[src/rtl/bp_cce_dir_sharers_collect.sv]
// CCE directory sharer collection: walks the directory rows of one set and gathers per-LCE hits plus
// the requestor's LRU entry. Define BP_CCE_DIR_COLLECT_ASSERT_EN to compile simulation-only checks.

package bp_cce_dir_coh_pkg;
   typedef enum logic [2:0] {
      e_COH_I = 3'b000,
      e_COH_S = 3'b001,
      e_COH_E = 3'b010,
      e_COH_F = 3'b011,
      e_COH_M = 3'b110,
      e_COH_O = 3'b111
   } bp_coh_states_e;
endpackage

module bp_cce_dir_sharers_collect
   import bp_cce_dir_coh_pkg::*;
   #(parameter int num_lce_p          = 1
    ,parameter int lce_assoc_p        = 1
    ,parameter int tag_width_p        = 1
    ,parameter int tag_sets_per_row_p = 2
    ,localparam int s_lp               = $bits(bp_coh_states_e)
    ,localparam int e_lp               = tag_width_p + s_lp
    ,localparam int rows_per_set_lp    = (num_lce_p == 1) ? 1
                                         : (num_lce_p + tag_sets_per_row_p - 1) / tag_sets_per_row_p
    ,localparam int lg_num_lce_lp      = (num_lce_p == 1) ? 1 : $clog2(num_lce_p)
    ,localparam int lg_lce_assoc_lp    = (lce_assoc_p == 1) ? 1 : $clog2(lce_assoc_p)
    ,localparam int lg_rows_per_set_lp = (rows_per_set_lp == 1) ? 1 : $clog2(rows_per_set_lp)
    ,localparam int row_width_lp       = tag_sets_per_row_p * lce_assoc_p * e_lp
    )
   (input  logic                                 clk_i
   ,input  logic                                 reset_i
   ,input  logic                                 start_i
   ,input  logic [tag_width_p-1:0]               tag_i
   ,input  logic [lg_num_lce_lp-1:0]             lce_i
   ,input  logic [lg_lce_assoc_lp-1:0]           lru_way_i
   ,input  logic                                 row_v_i
   ,input  logic [row_width_lp-1:0]              row_i
   ,input  logic                                 clear_i
   ,output logic                                 busy_o
   ,output logic                                 sharers_v_o
   ,output logic [num_lce_p-1:0]                 sharers_hits_o
   ,output logic [num_lce_p*lg_lce_assoc_lp-1:0] sharers_ways_o
   ,output logic [num_lce_p*s_lp-1:0]            sharers_coh_states_o
   ,output logic                                 lru_v_o
   ,output logic                                 lru_cached_excl_o
   ,output logic [tag_width_p-1:0]               lru_tag_o
   );

   typedef enum logic [1:0] {e_IDLE, e_COLLECT, e_DONE} state_e;
   state_e state_q, state_n;

   logic [tag_width_p-1:0]               tag_q;
   logic [lg_num_lce_lp-1:0]             lce_q;
   logic [lg_lce_assoc_lp-1:0]           lru_way_q;
   logic [lg_rows_per_set_lp-1:0]        row_cnt_q;
   logic [num_lce_p-1:0]                 hits_q;
   logic [num_lce_p*lg_lce_assoc_lp-1:0] ways_q;
   logic [num_lce_p*s_lp-1:0]            states_q;
   logic                                 lru_excl_q;
   logic [tag_width_p-1:0]               lru_tag_q;

   logic                       last_row, row_fire;
   logic [num_lce_p-1:0]       row_hit, row_multi;
   logic [lg_lce_assoc_lp-1:0] row_way   [num_lce_p];
   logic [s_lp-1:0]            row_state [num_lce_p];
   logic [e_lp-1:0]            entry;
   logic                       lru_sel, lru_excl_n;
   logic [tag_width_p-1:0]     lru_tag_n;

   assign last_row = (int'(row_cnt_q) == rows_per_set_lp - 1);
   assign row_fire = (state_q == e_COLLECT) && row_v_i;

   // Per-LCE decode of the current row; ways are scanned high to low so the lowest matching way wins.
   always_comb begin
      row_hit    = '0;
      row_multi  = '0;
      entry      = '0;
      lru_sel    = 1'b0;
      lru_excl_n = 1'b0;
      lru_tag_n  = '0;
      for (int l = 0; l < num_lce_p; l++) begin
         row_way[l]   = '0;
         row_state[l] = '0;
         if ((l / tag_sets_per_row_p) == int'(row_cnt_q)) begin
            for (int w = lce_assoc_p - 1; w >= 0; w--) begin
               entry = row_i[((l % tag_sets_per_row_p) * lce_assoc_p + w) * e_lp +: e_lp];
               if ((entry[e_lp-1:s_lp] == tag_q) && (entry[s_lp-1:0] != e_COH_I)) begin
                  row_multi[l] = row_multi[l] | row_hit[l];
                  row_hit[l]   = 1'b1;
                  row_way[l]   = lg_lce_assoc_lp'(w);
                  row_state[l] = entry[s_lp-1:0];
               end
               if ((l == int'(lce_q)) && (w == int'(lru_way_q))) begin
                  lru_sel    = 1'b1;
                  lru_tag_n  = entry[e_lp-1:s_lp];
                  lru_excl_n = (entry[s_lp-1:0] == e_COH_E) || (entry[s_lp-1:0] == e_COH_M);
               end
            end
         end
      end
   end

   always_comb begin
      state_n = state_q;
      if (start_i) begin
         state_n = e_COLLECT;
      end else begin
         case (state_q)
            e_COLLECT: if (row_v_i && last_row) state_n = e_DONE;
            e_DONE:    if (clear_i) state_n = e_IDLE;
            default:   state_n = state_q;
         endcase
      end
   end

   always_ff @(posedge clk_i) begin
      if (reset_i) state_q <= e_IDLE;
      else         state_q <= state_n;
   end

   always_ff @(posedge clk_i) begin
      if (reset_i) begin
         tag_q      <= '0;
         lce_q      <= '0;
         lru_way_q  <= '0;
         row_cnt_q  <= '0;
         hits_q     <= '0;
         ways_q     <= '0;
         states_q   <= '0;
         lru_excl_q <= 1'b0;
         lru_tag_q  <= '0;
      end else if (start_i) begin
         tag_q      <= tag_i;
         lce_q      <= lce_i;
         lru_way_q  <= lru_way_i;
         row_cnt_q  <= '0;
         hits_q     <= '0;
         ways_q     <= '0;
         states_q   <= '0;
         lru_excl_q <= 1'b0;
         lru_tag_q  <= '0;
      end else if (row_fire) begin
         for (int l = 0; l < num_lce_p; l++) begin
            if (row_hit[l]) begin
               hits_q[l]                                        <= 1'b1;
               ways_q[l*lg_lce_assoc_lp +: lg_lce_assoc_lp] <= row_way[l];
               states_q[l*s_lp +: s_lp]                         <= row_state[l];
            end
         end
         if (lru_sel) begin
            lru_tag_q  <= lru_tag_n;
            lru_excl_q <= lru_excl_n;
         end
         // The counter stops on the last row; leaving COLLECT is what ends the collection.
         if (!last_row) row_cnt_q <= row_cnt_q + lg_rows_per_set_lp'(1);
      end
   end

   assign busy_o               = (state_q == e_COLLECT);
   assign sharers_v_o          = (state_q == e_DONE);
   assign lru_v_o              = (state_q == e_DONE);
   assign sharers_hits_o       = hits_q;
   assign sharers_ways_o       = ways_q;
   assign sharers_coh_states_o = states_q;
   assign lru_cached_excl_o    = lru_excl_q;
   assign lru_tag_o            = lru_tag_q;

   // Padding tag sets of the last row never map to an LCE.
   logic unused_row;
   assign unused_row = ^row_i;

`ifdef BP_CCE_DIR_COLLECT_ASSERT_EN
   always_ff @(posedge clk_i) begin
      if (!reset_i) begin
         if (row_v_i && (state_q != e_COLLECT))
            $error("bp_cce_dir_sharers_collect: row_v_i outside COLLECT");
         if (row_fire && (|row_multi))
            $error("bp_cce_dir_sharers_collect: multiple matching ways for one LCE");
         if (clear_i && (state_q != e_DONE))
            $error("bp_cce_dir_sharers_collect: clear_i outside DONE");
      end
   end
`else
   logic unused_multi;
   assign unused_multi = |row_multi;
`endif

endmodule

[config.mk]
export PLATFORM = sky130hd
export DESIGN_NAME = bp_cce_dir_sharers_collect
export DESIGN_NICKNAME = d
export VERILOG_FILES = /design/src/rtl/bp_cce_dir_sharers_collect.sv
export SDC_FILE = /design/constraint.sdc
export NUM_CORES = 1
export LEC_CHECK = 0
export ABC_AREA = 1
export BUFFER_PORTS_ARGS = -buffer_cell sky130_fd_sc_hd__buf_2
export CAP_MARGIN = 25
export CORE_AREA = 3 3 40 42
export DETAILED_ROUTE_END_ITERATION = 10
export DIE_AREA = 0 0 43 45
export PLACE_DENSITY = 0.67
export SYNTH_ARGS = -nofsm -noshare
export SYNTH_HDL_FRONTEND = slang
export SYNTH_SLANG_ARGS = --single-unit
export TNS_END_PERCENT = 1
[constraint.sdc]
create_clock -name clk_i -period 1.3 [get_ports clk_i]
set_input_delay 0.13 -clock clk_i [delete_from_list [all_inputs] [get_ports clk_i]]
set_output_delay 0.13 -clock clk_i [all_outputs]
set_load 0.02 [all_outputs]
* Word-level counts from Yosys, hierarchy flattened *
Index checks and enable logic that the tools add are counted.

cells by class
  $add $sub $neg = 1
  equality and inequality tests = 9
  muxes and demuxes = 15
  bitwise gates (word level) = 3
  reductions and logical operators = 13

operators with widths
  cell                                                   number
  2-to-1 mux 1 bit                                       10
  2-to-1 mux 3 bit                                       2
  AND reduction 3 bit                                    2
  nonzero test 3 bit                                     2
  logical AND 1 bit                                      4
  2-to-1 mux 2 bit                                       2
  one-hot mux 2 bit (2 select lines)                     1
  AND reduction 2 bit                                    2
  equality test 3 x 2 -> 1 bit, second input constant    1
  equality test 3 bit, second input constant             1
  inequality test 3 x 2 -> 1 bit, second input constant  1
  inequality test 3 bit, second input constant           1
  inverter 1 bit                                         3
  equality test 2 x 1 -> 1 bit, second input constant    1
  equality test 2 bit, second input constant             1
  inequality test 2 x 1 -> 1 bit, second input constant  1
  inequality test 2 bit, second input constant           1
  nonzero test 2 bit                                     1
  OR reduction 2 bit                                     1
  adder 1 bit, second input constant                     1
  equality test 1 bit                                    1
  logical OR 1 bit                                       1

word-level totals
  flip-flop bits (word level) = 12
  output and inout bits = 10
  logic and storage cells = 51

* Longest topological paths before layout *
  word-level depth = 5
  gate-level depth with buffers = 6

* Worst setup path after synthesis *
No wires, ideal clock.

  path type = register to output
  start point = reg state_q[1]
  end point = out sharers_v_o
  arrival time = 0.920 ns
  required time = 1.170 ns
  setup slack = 0.250 ns
  stages on the path, launching flop included = 4
  cells stage by stage = dfxtp_1 -> inv_1 -> nor2_1 -> buf_4

on the way
  word-level cells in the longest chain between the ends = 1

RTL lines
  item                      RTL line  RTL
  start: declaration        50        state_e state_q, state_n;
  start signal: assignment  117       if (reset_i) state_q <= e_IDLE;
  start signal: assignment  118       else state_q <= state_n;
  equality test 2 bit       --
  end: declaration          40        ,output logic sharers_v_o

Every way passes these cells.

* Final worst setup path *
  start point = reg state_q[1]
  end point = out busy_o

on the way
  word-level cells in the longest chain between the ends = 1

RTL lines
  item                          RTL line  RTL
  equality test 2 x 1 -> 1 bit  159       assign busy_o = (state_q == e_COLLECT);
  end: declaration              39        ,output logic busy_o

Every way passes these cells.

==> flow_summary.yaml <==
outcome:
  outcome: "finished clean"
worst_setup_path:
  critical_path.startpoint_type: "flip-flop"
  worst-path-stages: 4
  end_kind: "primary output"
  crit_path_cell_trace: "inv_1 -> nand2_1 -> inv_1 -> buf_2"
  critPathTopFamily: "buffers and inverters"
  worstSetupPathType: "flip-flop to primary output"
  slowest_stage: "dfxtp_1"
  max_stage_delay_ns: 0.30
  crit_path_frequent_cell: "inv_1"
  crit_fanout: 5
  r2r_slack_ns: 0.27
  critPathBufInv: 3
  arrival_ns: 0.98
  r2r_cells: 6
  crit_required_ns: 1.17
clock_network:
  cts-buffers-inserted: 3
  post_cts_resized: 0
  htreeDepth: 1
  tritoncts: "yes"
  clk_pin_slew_ns: 0.07
  postCtsSetupBuffers: 0
  cts_buffer_depth: 2
  clock_latency_ns: 0.27
  root_buffer: "clkbuf_4"
  clkSinkCount: 11
  cts.hold.buffers_added: 0
grt:
  grt_pass1_wl_um: 1490
  groute.usage.overall_pct: 10.5
  grt_max_degree: 7
  antenna_found_initial: 0
  grt_pass1_vias: 389
  overflow: 0
routing:
  via_count: 449
  drt_pass1_iterations: 4
  drtIter0Drc: 15
  drc: 0
  routed_wl_um: 935
  vias_per_cell: 4.49
  wl_per_cell_um: 9.35
  ant_nets: 0
synthesis:
  synthTopCellsByArea: "dfxtp_1, nand2_1, inv_1, a21oi_1, nor2_1"
  synth_cell_type_count: 18
  synth_top_cell_by_area: "dfxtp_1"
  ys_seq_elements: 11
  syn_nets: 79
  synth_area_per_cell_um2: 7.75
  synth_top_area_share_pct: 45.1
  netlist_area_um2: 488
  synth_warnings: 0
  syn_inst: 63
  yosysSeqAreaShare_pct: 45.1
sta:
  setup_ws_ns: 0.194
  hold_slack_ns: 0.0580
  slew_viol_final: 0
  hold_violations: 0
  fmax_mhz: 904
  fin_crit_sh_pct: 85.1
  fin_setup_tns_ns: 0
  skew_ns: 0.00286
  finalSetupViolations: 0
  min_period_ns: 1.11
  grt_setup_unrepaired: "false"
cells_and_area:
  most-common-layout-cells: "buf_2, nand2_1, dfxtp_1, inv_1, a21oi_1"
  drive_gt1_share_pct: 31.8
  fin_area_um2: 618
  fin_nets: 102
  fin_cells: 100
  layout_commonest_cell: "buf_2"
  n_antenna_cell: 0
  fin_util_pct: 48.1
  syn_to_final_growth_pct: 26.7
place:
  port_buffers: 20
  place_ws_ns: 0.267
  placed_area_um2: 592
  hpwl_um: 696
  dp_cells: 96
  gp_congestion: 0.717
pwr:
  power_mw: 0.675
  p_leak_nw: 0.305
  irDropWorstVdd_uv: 595
  powerDensity_mw_per_mm2: 1090
worst_hold_path:
  hp-class: "input pin to flip-flop"
  hold_depth: 2
run:
  maxCapViolCount: 0
floorplan:
  dieArea_mm2: 0.00194
  ios: 26
  start_util_pct: 38.0
  die_height_um: 45
  rows: 13
  die_x_um: 43
  core_area_mm2: 0.00128
[sequential cells by signal, indices dropped and copies added, names as in the netlist]
| signal | cells |
|---|---|
| lru_tag_o | 1 |
| sharers_hits_o | 1 |
| lru_way_q | 1 |
| tag_q | 1 |
| state_q | 2 |
| sharers_coh_states_o | 3 |
| lru_cached_excl_o | 1 |
| lce_q | 1 |
[cells in the mapped netlist]
master	number
o21ai_1	1
a221oi_1	1
xor2_1	1
nor2_2	1
a211oi_1	2
o21ai_0	1
nor2_4	1
nor3_1	1
buf_4	2
nand2_1	14
dfxtp_1	11
nand3_4	1
inv_1	10
nor2_1	6
a21oi_1	7
conb_1	1
nand3_2	1
xnor2_1	1
[kinds of logic after synthesis]
group	after synthesis	share of synthesized area [%]
flops	11	45.1
other cells	1	0.768
compound gates	12	14.1
buf+inv	12	10.8
xor+xnor	2	3.59
simple gates	25	25.6
[report_power, final]
part	switching, mW	internal [mW]
Clock	0.113	0.119
Sequential	0.00711	0.348
Combinational	0.0537	0.0348
Total	0.174	0.502
[per-layer routing]
metal	vias to the layer above	track usage, %	wire, um
li1	240	-	-
met1	190	11.4	411
met2	17	17.1	445
met3	2	3.98	69
met4	0	7.23	9
met5	-	0	0
[cell type report]
class | instances | area [um2]
well taps | 15 | 18.8
repair buffers | 20 | 100
fillers | 132 | 667
clock buffers | 4 | 26.3
multi-input cells | 40 | 215
inverters | 10 | 37.5
flip-flops and latches | 11 | 220
[worst paths after layout]
path / from / endpoint
setup / recovery: state_q[1]$_SDFFE_PP0P_ / busy_o
hold / removal: clear_i / state_q[1]$_SDFFE_PP0P_
setup reg to reg: state_q[1]$_SDFFE_PP0P_ / sharers_coh_states_o[0]$_SDFFE_PP0P_
hold reg to reg: sharers_hits_o$_SDFFE_PP0P_ / sharers_hits_o$_SDFFE_PP0P_
No activity file was read; power rests on OpenSTA's default activity.
